**config.mk**
```make
export PLATFORM = sky130hd
export DESIGN_NAME = airi5c_float_cmp_ctrl
export DESIGN_NICKNAME = d
export VERILOG_FILES = /design/src/rtl/airi5c_float_cmp_ctrl_pkg.sv /design/src/rtl/airi5c_float_comparator_comb.sv /design/src/rtl/airi5c_float_cmp_ctrl.sv
export SDC_FILE = /design/constraint.sdc
export NUM_CORES = 1
export LEC_CHECK = 0
export ABC_AREA = 1
export ABC_CLOCK_PERIOD_IN_PS = 6520
export CAP_MARGIN = 0
export CORE_ASPECT_RATIO = 1.4
export CORE_MARGIN = 5
export CORE_UTILIZATION = 57
export DETAILED_ROUTE_END_ITERATION = 7
export PLACE_DENSITY = 0.86
export SETUP_SLACK_MARGIN = 0.4
export SYNTH_ARGS = -nofsm -noshare
export SYNTH_HDL_FRONTEND = slang
export SYNTH_HIERARCHICAL = 1
export SYNTH_SLANG_ARGS = --single-unit
export TNS_END_PERCENT = 30
```
**constraint.sdc**
```tcl
create_clock -name clk -period 6.52 [get_ports clk]
set_input_delay 1.304 -clock clk [delete_from_list [all_inputs] [get_ports clk]]
set_output_delay 1.304 -clock clk [all_outputs]
set_load 0.005 [all_outputs]
```
**src/rtl/airi5c_float_cmp_ctrl_pkg.sv**
```systemverilog
// Shared FPU definitions for the compare/min/max path:
// op encodings, canonical NaN and controller state encoding.
package airi5c_float_cmp_ctrl_pkg;

  localparam logic [2:0] OP_FEQ  = 3'd0;
  localparam logic [2:0] OP_FLT  = 3'd1;
  localparam logic [2:0] OP_FLE  = 3'd2;
  localparam logic [2:0] OP_FMIN = 3'd3;
  localparam logic [2:0] OP_FMAX = 3'd4;

  localparam logic [31:0] CANON_NAN = 32'h7FC00000;

  typedef logic [1:0] state_t;

  localparam state_t ST_IDLE = 2'd0;
  localparam state_t ST_EVAL = 2'd1;
  localparam state_t ST_DONE = 2'd2;

endpackage

```
**src/rtl/airi5c_float_comparator_comb.sv**
```systemverilog
// Combinational IEEE-754 single compare: ordering flags,
// NaN/sNaN/zero classification; +0 and -0 compare equal.
module airi5c_float_comparator_comb (
  input  logic [31:0] a,
  input  logic [31:0] b,
  output logic        less,
  output logic        equal,
  output logic        greater,
  output logic        unordered,
  output logic        nan_a,
  output logic        nan_b,
  output logic        snan_a,
  output logic        snan_b,
  output logic        zero_a,
  output logic        zero_b
);

  logic mag_lt;

  assign nan_a = (&a[30:23]) & (|a[22:0]);
  assign nan_b = (&b[30:23]) & (|b[22:0]);
  assign snan_a = nan_a & ~a[22];
  assign snan_b = nan_b & ~b[22];
  assign zero_a = (a[30:0] == 31'd0);
  assign zero_b = (b[30:0] == 31'd0);
  assign unordered = nan_a | nan_b;
  assign mag_lt = (a[30:0] < b[30:0]);

  always_comb begin
    less    = 1'b0;
    equal   = 1'b0;
    greater = 1'b0;
    if (unordered) begin
      equal = 1'b0;
    end else if ((zero_a & zero_b) | (a == b)) begin
      equal = 1'b1;
    end else if (a[31] != b[31]) begin
      less    = a[31];
      greater = ~a[31];
    end else if (!a[31]) begin
      less    = mag_lt;
      greater = ~mag_lt;
    end else begin
      // both negative: larger magnitude is the smaller value
      less    = ~mag_lt;
      greater = mag_lt;
    end
  end

endmodule

```
**src/rtl/airi5c_float_cmp_ctrl.sv**
```systemverilog
// Sequencer for FEQ/FLT/FLE/FMIN/FMAX: registers operands,
// evaluates in one cycle and returns result/NV via load/ready.
module airi5c_float_cmp_ctrl
  import airi5c_float_cmp_ctrl_pkg::*;
(
  input  logic        clk,
  input  logic        reset,
  input  logic        kill,
  input  logic        load,
  input  logic [2:0]  op,
  input  logic [31:0] operand_a,
  input  logic [31:0] operand_b,
  output logic        busy,
  output logic        ready,
  output logic [31:0] result,
  output logic        NV
);

  state_t      state;
  state_t      state_nxt;
  logic [31:0] a_q;
  logic [31:0] b_q;
  logic [2:0]  op_q;
  logic        accept;
  logic [31:0] res_d;
  logic        nv_d;

  logic less, equal, greater, unordered;
  logic nan_a, nan_b, snan_a, snan_b;
  logic zero_a, zero_b;

  airi5c_float_comparator_comb u_cmp (
    .a         (a_q),
    .b         (b_q),
    .less      (less),
    .equal     (equal),
    .greater   (greater),
    .unordered (unordered),
    .nan_a     (nan_a),
    .nan_b     (nan_b),
    .snan_a    (snan_a),
    .snan_b    (snan_b),
    .zero_a    (zero_a),
    .zero_b    (zero_b)
  );

  assign accept = load & ~kill &
                  ((state == ST_IDLE) | (state == ST_DONE));

  always_ff @(posedge clk or posedge reset) begin
    if (reset) begin
      state <= ST_IDLE;
    end else begin
      state <= state_nxt;
    end
  end

  always_comb begin
    state_nxt = state;
    if (kill) begin
      state_nxt = ST_IDLE;
    end else begin
      unique case (state)
        ST_IDLE: state_nxt = accept ? ST_EVAL : ST_IDLE;
        ST_EVAL: state_nxt = ST_DONE;
        ST_DONE: state_nxt = accept ? ST_EVAL : ST_IDLE;
        default: state_nxt = ST_IDLE;
      endcase
    end
  end

  always_comb begin
    busy  = (state == ST_EVAL);
    ready = (state == ST_DONE);
  end

  always_ff @(posedge clk or posedge reset) begin
    if (reset) begin
      a_q  <= 32'd0;
      b_q  <= 32'd0;
      op_q <= 3'd0;
    end else if (accept) begin
      a_q  <= operand_a;
      b_q  <= operand_b;
      op_q <= op;
    end
  end

  always_comb begin
    res_d = 32'd0;
    nv_d  = 1'b0;
    unique case (1'b1)
      (op_q == OP_FEQ): begin
        res_d = {31'd0, equal};
        nv_d  = snan_a | snan_b;
      end
      (op_q == OP_FLT): begin
        res_d = {31'd0, less};
        nv_d  = unordered;
      end
      (op_q == OP_FLE): begin
        res_d = {31'd0, less | equal};
        nv_d  = unordered;
      end
      (op_q == OP_FMIN),
      (op_q == OP_FMAX): begin
        nv_d = snan_a | snan_b;
        if (nan_a & nan_b) begin
          res_d = CANON_NAN;
        end else if (nan_a) begin
          res_d = b_q;
        end else if (nan_b) begin
          res_d = a_q;
        end else if (zero_a & zero_b) begin
          // comparator says equal for +-0; pick by sign bit
          if (op_q == OP_FMIN) begin
            res_d = a_q[31] ? a_q : b_q;
          end else begin
            res_d = a_q[31] ? b_q : a_q;
          end
        end else if (op_q == OP_FMIN) begin
          res_d = (less | equal) ? a_q : b_q;
        end else begin
          res_d = (greater | equal) ? a_q : b_q;
        end
      end
      default: begin
        res_d = 32'd0;
        nv_d  = 1'b0;
      end
    endcase
  end

  always_ff @(posedge clk or posedge reset) begin
    if (reset) begin
      result <= 32'd0;
      NV     <= 1'b0;
    end else if ((state == ST_EVAL) && !kill) begin
      result <= res_d;
      NV     <= nv_d;
    end
  end

endmodule

```
==> results.yml, run 1 <==
route:
  ant_nets: 0
  vias: 5597
  totalWireLength_mm: 15.4
  dr.pass1.iters: 5
  via_per_inst: 5.31
  drc: 0
  avgRoutedWirePerCell_um: 14.6
  drt_iter0_markers: 350
finish:
  final_util: 0.716
  n_antenna_cell: 0
  drive_gt1_frac: 0.0611
  final_common_cell: "nand2_1"
  nets: 1014
  fillers: 850
  syn2layout_area_growth_pct: 24.6
  final_cell_mix: "nand2_1, clkdlybuf4s50_1, dfrtp_1, inv_1, nor2_1"
global_routing:
  grt_max_degree: 78
  grt_overflow: 0
  gr-usage-all-layers: 0.260
  grt_pass1_wl_mm: 25.2
  grt_antenna_before_repair: 0
  grt_pass1_vias: 5489
placed_design:
  post-dp-hpwl_mm: 10.8
  gp_routability_congestion: 0.914
  portBuffers: 105
cts:
  root_buffer: "clkbuf_16"
  clk-insertion-delay-late_ns: 0.36
  cts_setup_buffers: 0
  cts_resized: 0
  htreeDepth: 3
  cts_made_buffers: 9
  cts.path.max_buffers: 2
  hold_buffers: 0
  clk_pin_slew_ns: 0.07
  cts_tree: "built"
  cts_sinks: 102
worst_setup_path:
  cp.arrival_ns: 3.78
  start_kind: "flip-flop"
  worstSetupEndpointType: "flip-flop"
  cp_max_fo: 51
  reg2reg_slack_ns: 2.98
  worstSetupPathType: "reg -> reg"
  timing.rr.start: "a_q[30]"
  cp-endpoint: "result[6]"
  crit_start: "a_q[30]"
  r2r_end: "result[6]"
  cp_data_required_time_ns: 6.76
  reg2reg_depth: 18
synth:
  synth_area_leader_cell: "dfrtp_1"
  ys_ff_latch: 102
  avgSynthCellArea_um2: 7.16
  syn_area_um2: 5880
  synth_top_area_share: 0.434
  ys_top_cells_by_area: "dfrtp_1, nand2_1, ha_1, inv_1, nor2_1"
  yosys_warnings: 6
  synth.distinct_cells: 30
  yosysSeqAreaShare: 0.434
  syn_inst: 822
  syn-num-nets: 924
die:
  start_util: 0.575
  die_area_um2: 12500
  placementRows: 44
  die_w_um: 95.9
  fp.dieH_um: 130
  core_area_um2: 10200
  io_pins: 106
timing:
  slew_headroom: 0.261
  finalCritPeriodShare: 0.542
  drv_slew: 0
  fmax_ghz: 0.283
  final_hold_viol_count: 0
  worstMarginPinSlew_ns: 1.11
  setup_tns_ns: 0
  setup_viol: 0
  finClkSkew_ns: 0.00832
  rsz0062_at_grt: "false"
  finalCriticalPeriod_ns: 3.54
power:
  p_per_area_nw_per_um2: 295
  p_leak_nw: 3.78
  total_power_w: 0.00216
  ir_drop_mv: 0.160
worst_hold_path:
  min_path_type: "reg -> reg"
run_status:
  status: "complete, no violations"
job:
  drv_cap: 0
==> cells by family (layout without fill, tap and decap cells) <==
logic type                 Yosys count  after routing  share of synthesized area
AOI/OAI and AO/OA                   98             98                     0.0940
DFF                                102            102                      0.434
adders and majority gates           31             31                     0.0659
and+or+nand+nor                    472            472                      0.325
buffers and inverters              119            214                     0.0812
==> power by group <==
part,leakage [nW],switching (W),internal (W)
Sequential,1.30,0.000112,0.000750
Clock,0.167,0.000237,0.000375
Combinational,2.31,0.000373,0.000315
==> cells in the mapped netlist, drive strengths merged <==
cell type    n
nand2      355
dfrtp      102
inv         87
nor2        66
o21ai       43
a21oi       34
ha          31
nand3       30
clkbuf      19
o211ai      16
nand4       14
buf         11
nor3         6
a21o         2
clkinv       2
o22ai        2
nand3b       1
o2111ai      1
==> worst min path at each step <==
stage / start / endpoint / cells after the start
detailed placement: result[7] / result[7] / 2
CTS: result[7] / result[7] / 2
global route: result[7] / result[7] / 2
global placement: result[9] / result[9] / 2
floorplan: result[0] / result[0] / 2
finish: result[7] / result[7] / 2
==> critical path, cell delays in order (launching register included) <==
cell	delay, ns
dfrtp_1	0.44
ha_1	0.33
nand2_1	0.08
nor2_2	0.17
nand3_1	0.14
nor3_2	0.13
nand2_1	0.11
nand2_1	0.08
nand2_1	0.05
nand2_1	0.05
nor2_1	0.05
nor2_1	0.18
nand2_1	0.09
nand3_1	0.11
nand3_2	0.73
a21oi_1	0.35
o21ai_0	0.13
nand2_1	0.11
nand2_1	0.06
==> layout make-up <==
cell class                      count  area (µm²)  area share
Multi-Input combinational cell    601        2850       0.389
Sequential cell                   102        2550       0.348
Timing Repair Buffer              109        1080       0.147
Inverter                           89         337      0.0459
Clock buffer                       10         229      0.0312
Tap cell                          138         173      0.0235
Clock inverter                      6         109      0.0148
==> registers in the layout, indices dropped and copies added, names as in the netlist <==
signal  flops
op_q        3
state       2
result     32
a_q        32
b_q        32
NV          1
==> per-stage QoR <==
| stage | std cells | cell area (µm²) | setup slack (ns) | hold slack (ns) |
|---|---|---|---|---|
| 3_5_place_dp | 1039 | 7000 | 2.86 | 0.465 |
| 6_report | 1055 | 7330 | 2.98 | 0.479 |
| 3_3_place_gp | 1039 | 7000 | 2.90 | 0.464 |
| 2_1_floorplan | 822 | 5880 | 2.54 | 0.472 |
| 4_1_cts | 1055 | 7330 | 3.04 | 0.483 |
| 5_1_grt | 1055 | 7330 | 2.58 | 0.497 |
==> per-layer routing <==
layer,global-route usage,vias up,share of wire
met2,0.466,182,0.53
li1,-,2770,-
met3,0.0513,36,0.050
met5,0,-,0
met4,0.0963,0,0.024
met1,0.303,2609,0.39
Power figures use the tool's default switching activity.
==> run 2, diff against run 1 <==
Settings changed: ABC_CLOCK_PERIOD_IN_PS 6520 to 3400, CORE_UTILIZATION 57 to 53, PLACE_DENSITY 0.86 to 0.8.
Clock period 6.52 ns to 3.4 ns, I/O delays scaled along.
==> run 2 against run 1 <==
  * Critical path depth up 1
  * Clock skew down 0.0019 ns
  * Setup slack worse by 2.4 ns
  * Highest routed layer unchanged
  * Combinational power up 100%
  * Sequential cell count unchanged
  * Die area up 6.9%
  * First-iteration DRC count down 21%
  * Global-route usage down 2.3 points
  * Worst hold slack worse by 0.0014 ns
==> results.yml, run 2 (synthesis gave the netlist of run 1 again) <==
worst_setup_path:
  critPathMaxStageDelay_ns: 0.46
  worstSetupPathType: "reg -> reg"
  start_kind: "flip-flop"
  cp.arrival_ns: 2.97
  critPathMostFrequentCell: "nand2_1"
  cp_slowest_cell: "dfrtp_1"
  cp_max_fo: 30
  worstSetupEndpointType: "flip-flop"
  cp_data_required_time_ns: 3.59
  cp_cell_sequence: "ha_1, nand2_2, nor2_4, nand3_2, nor3_2, nand2_1, nand2_1, nand2_1, nand2_1, nor2_1, nor2_2, nand2_1, nand3_1, nand3_2, buf_12, nand2_1, nand2_1, o21ai_1, o21ai_1"
global_routing:
  grt_pass1_wl_mm: 25.8
  grt_overflow: 0
  grt_pass1_vias: 5600
  gr-usage-all-layers: 0.237
  grt_max_degree: 103
  grt_antenna_before_repair: 0
power:
  swShare: 0.340
  p_leak_nw: 3.80
  p_switching_w: 0.00138
  ir_drop_mv: 0.262
  p_per_area_nw_per_um2: 547
  p_int_w: 0.00267
  clkPwrFrac: 0.255
  seq_power_share: 0.404
  p_comb_frac: 0.341
finish:
  largest_registers: "a_q x32, b_q x32, result x32"
  n_antenna_cell: 0
  drive_gt1_frac: 0.0726
  register_area_um2: 2550
  final_cell_mix: "nand2_1, clkdlybuf4s50_1, dfrtp_1, inv_1, nor2_1"
  fillers: 923
  syn2layout_area_growth_pct: 26.0
  nets: 1020
  multi_input_area_um2: 2870
  final_common_cell: "nand2_1"
route:
  drt_iter0_markers: 277
  ant_nets: 0
  via_per_inst: 5.19
  dr.pass1.iters: 5
  totalWireLength_mm: 15.3
  avgRoutedWirePerCell_um: 14.4
  drc: 0
  vias: 5518
die:
  placementRows: 45
  die_w_um: 99.0
  die_area_um2: 13300
  core_area_um2: 10900
  fp.dieH_um: 135
  io_pins: 106
  start_util: 0.541
timing:
  finClkSkew_ns: 0.00644
  setup_viol: 0
  rsz0062_at_grt: "false"
  drv_slew: 0
  finalHoldWorstSlack_ns: 0.478
  finalCritPeriodShare: 0.818
  setup_tns_ns: 0
  slew_headroom: 0.305
  finalCriticalPeriod_ns: 2.78
  fmax_ghz: 0.360
  worstMarginPinSlew_ns: 1.04
  final_hold_viol_count: 0
worst_hold_path:
  min_path_type: "reg -> reg"
placed_design:
  portBuffers: 105
  gp_routability_congestion: 0.972
  post-dp-hpwl_mm: 10.9
cts:
  root_buffer: "clkbuf_16"
  clk-insertion-delay-late_ns: 0.34
  cts_sinks: 102
  cts_setup_buffers: 0
  clk_pin_slew_ns: 0.07
  cts.path.max_buffers: 2
  cts_made_buffers: 9
  cts_tree: "built"
  htreeDepth: 3
job:
  drv_cap: 0
run_status:
  status: "complete, no violations"
run 2: changes by cell type in the layout (fill, tap and decap cells not counted), moves of 2 or more:
cell        previous run  this run
nor2_1                63        61
clkbuf_8               0         5
bufinv_16              3         0
clkinvlp_4             0         2
buf_12                 0         3
buf_4                  4         6
run 2: power by group through the flow:
stage | sequential (W) | combinational [W] | clock [W]
after floorplan | 0.00161 | 0.000834 | 0
after CTS | 0.00163 | 0.00135 | 0.00104
after global routing | 0.00167 | 0.00157 | 0.00108
final | 0.00164 | 0.00138 | 0.00103
after detailed placement | 0.00165 | 0.00134 | 0
after global placement | 0.00165 | 0.00132 | 0
run 2: worst paths after layout:
kind                            start          to  slack (ns)  cells after the start
setup / recovery              a_q[22]   result[5]        0.62                     19
hold / removal             result[12]  result[12]        0.48                      2
setup reg to reg              a_q[22]   result[5]        0.62                     19
hold reg to reg            result[12]  result[12]        0.48                      2
max in group asynchronous       reset     b_q[29]        2.16                      3
min in group asynchronous       reset  result[14]        0.83                      3
run 2: cell type report:
| class | instances | area share |
|---|---|---|
| Clock buffer | 14 | 0.0397 |
| Inverter | 89 | 0.0456 |
| Sequential cell | 102 | 0.344 |
| Tap cell | 141 | 0.0238 |
| Multi-Input combinational cell | 601 | 0.387 |
| Timing Repair Buffer | 115 | 0.158 |
| Clock inverter | 2 | 0.00169 |
run 2: timing repair:
| action | CTS | global route |
|---|---|---|
| hold buffers | 0 | 0 |
| setup endpoints to repair | 0 | 24 |
| endpoints found under the hold margin | 0 | 0 |
| gates resized for setup | 0 | 10 |
run 2: critical path, delay by kind of cell (launching register included):
family	cells	cell delay, ns
AND/OR/NAND/NOR	15	1.44
flip-flops	1	0.46
adder cells (fa/ha/maj)	1	0.35
buffers and inverters	1	0.19
AO/OA/AOI/OAI	2	0.18
run 2: metrics by stage:
step	std cells	cell area [µm²]	total power, W	setup WS [ns]	utilization
CTS	1064	7380	0.00403	0.523	0.679
finish	1064	7410	0.00405	0.619	0.682
detailed placement	1048	7070	0.00299	0.643	0.651
global placement	1048	7070	0.00296	0.662	0.651
floorplan	822	5890	0.00245	0.974	-
global route	1064	7410	0.00433	0.388	0.682
run 2: layer usage:
layer / vias to the layer above / global-route usage / share of wire
met1: 2544 / 0.283 / 0.41
met4: 0 / 0.0820 / 0.023
met2: 161 / 0.428 / 0.52
met5: - / 0 / 0
met3: 31 / 0.0382 / 0.048
li1: 2782 / - / -
==> run 3, diff against run 2 <==
Settings changed: ABC_CLOCK_PERIOD_IN_PS 3400 to 2700.
Clock period 3.4 ns to 2.7 ns, I/O delays scaled along.
==> run 3 against run 2 <==
  * The run now ends with negative setup slack left
  * Clock-buffer cell count fell by 2
  * Critical path depth did not move
  * Clock skew fell by 0.0018 ns
  * Sequential power rose by 25%
  * Sequential cell count did not move
  * Routed wire length rose by 14%
  * Global-route usage rose by 1.7 points
  * Critical endpoint is now result[16]
==> results.yml, run 3 (synthesis gave the netlist of run 1 again) <==
timing:
  finalHoldWorstSlack_ns: 0.480
  slew_headroom: 0.634
  drv_slew: 0
  final_hold_viol_count: 0
  setup_viol: 12
  fmax_ghz: 0.364
  finalCriticalPeriod_ns: 2.75
  worstMarginPinSlew_ns: 0.550
  layout_setup_ws_ns: -0.0500
  finalCritPeriodShare: 1.02
  finClkSkew_ns: 0.00465
  rsz0062_at_grt: "true"
route:
  totalWireLength_mm: 17.4
  ant_nets: 0
  dr.pass1.iters: 5
  drc: 0
  avgRoutedWirePerCell_um: 15.7
  vias: 5888
  drt_iter0_markers: 375
  via_per_inst: 5.33
worst_setup_path:
  worstSetupPathType: "reg -> reg"
  critPathMostFrequentCell: "nand2_1"
  cp_max_fo: 12
  worstSetupEndpointType: "flip-flop"
  critPathMaxStageDelay_ns: 0.40
  cp.arrival_ns: 3.00
  cp_slowest_cell: "dfrtp_1"
  start_kind: "flip-flop"
  cp_data_required_time_ns: 2.95
  cp_cell_sequence: "buf_4, nor2_1, nand2_1, nor2_1, nand2_1, nor2_1, nand2_1, nand4_1, nor2_2, nor2_2, nand2_1, nand3_2, nand3_4, buf_6, clkbuf_16, nand2_1, o211ai_1, nand2_1, nand2_1"
cts:
  hold_buffers: 0
  clk-insertion-delay-late_ns: 0.35
  clk_pin_slew_ns: 0.07
  cts_tree: "built"
  cts_made_buffers: 9
  htreeDepth: 3
  cts.path.max_buffers: 2
  cts_sinks: 102
  root_buffer: "clkbuf_16"
finish:
  multi_input_area_um2: 3090
  syn2layout_area_growth_pct: 36.4
  nets: 1061
  final_common_cell: "nand2_1"
  n_antenna_cell: 0
  stdcell_count: 1105
  final_cell_mix: "nand2_1, clkdlybuf4s50_1, dfrtp_1, inv_1, nor2_1"
  drive_gt1_frac: 0.150
  register_area_um2: 2550
  largest_registers: "a_q x32, b_q x32, result x32"
  fillers: 828
die:
  fp.dieH_um: 135
  die_area_um2: 13300
  placementRows: 45
  core_area_um2: 10900
  die_w_um: 99.0
  start_util: 0.541
  io_pins: 106
run_status:
  status: "finished with violations"
  violations: "negative setup slack"
global_routing:
  grt_overflow: 0
  gr-usage-all-layers: 0.254
  grt_max_degree: 103
  grt_antenna_before_repair: 0
  grt_pass1_wl_mm: 27.1
  grt_pass1_vias: 5855
placed_design:
  gp_routability_congestion: 0.966
  placed_cells_incl_taps: 1066
  post-dp-hpwl_mm: 11.6
  portBuffers: 105
power:
  p_per_area_nw_per_um2: 703
  ir_drop_mv: 0.341
  p_leak_nw: 4.05
worst_hold_path:
  min_path_type: "reg -> reg"
job:
  drv_cap: 0
==> run 3: cell count changes in the layout (fill, tap and decap cells not counted), moves of 4 or more <==
cell / delta
nand2_1: -9
o21ai_0: -7
ha_4: +10
nand2_2: +9
buf_4: +33
nor2_2: +4
ha_1: -10
a21oi_1: -4
clkbuf_8: -5
nor2_1: -4
a21oi_2: +4
o21ai_2: +5
==> run 3: where the power goes <==
part | internal [W] | switching, W
clock network | 0.000717 | 0.000564
registers | 0.00181 | 0.000240
logic | 0.00116 | 0.00115
total | 0.00369 | 0.00195
==> run 3: final timing paths <==
kind	endpoint	cells past startpoint	start	slack (ns)
min in group asynchronous	result[14]	3	reset	0.68
max in group asynchronous	a_q[7]	3	reset	1.58
worst min-delay path	result[8]	2	result[8]	0.48
worst max-delay path	result[16]	19	a_q[14]	-0.05
worst max register to register	result[16]	19	a_q[14]	-0.05
worst min register to register	result[8]	2	result[8]	0.48
==> run 3: area by class of cell <==
cell class,instances,area share
multi-input cells,601,0.385
flip-flops and latches,102,0.318
inverters,89,0.0421
well taps,141,0.0220
clock inverters,4,0.00593
clock buffers,12,0.0295
repair buffers,156,0.197
==> run 3: metal layers <==
metal  global-route usage  up-vias  routed length (µm)
met5                    0        -                   0
met4                0.115        0                 512
met3               0.0491       45                 979
met2                0.454      207                9100
met1                0.289     2775                6800
li1                     -     2861                   -
==> run 3: through the flow <==
step / worst slack [ns] / TNS [ns] / total power [W] / instance area [µm²] / util
2_1_floorplan: 0.274 / 0 / 0.00308 / 5890 / -
3_3_place_gp: 0.0938 / 0 / 0.00383 / 7230 / 0.665
3_5_place_dp: -0.0114 / -0.0124 / 0.00388 / 7230 / 0.665
4_1_cts: 0.130 / 0 / 0.00537 / 7780 / 0.716
5_1_grt: -0.219 / -4.74 / 0.00597 / 8020 / 0.738
6_report: -0.0500 / -0.353 / 0.00564 / 8020 / 0.738
==> run 3: worst max-delay path: cells and delay by family (launching register included) <==
kind,cells,cell delay [ns]
and+or+nand+nor,15,1.70
buffers and inverters,3,0.47
DFF,1,0.40
AOI/OAI and AO/OA,1,0.08
==> run 3: what timing repair did <==
action,in CTS,in global routing
pin swaps,5,12
buffers inserted,15,4
gates resized for setup,28,30
endpoints found under the setup margin,32,32
cloned,1,3
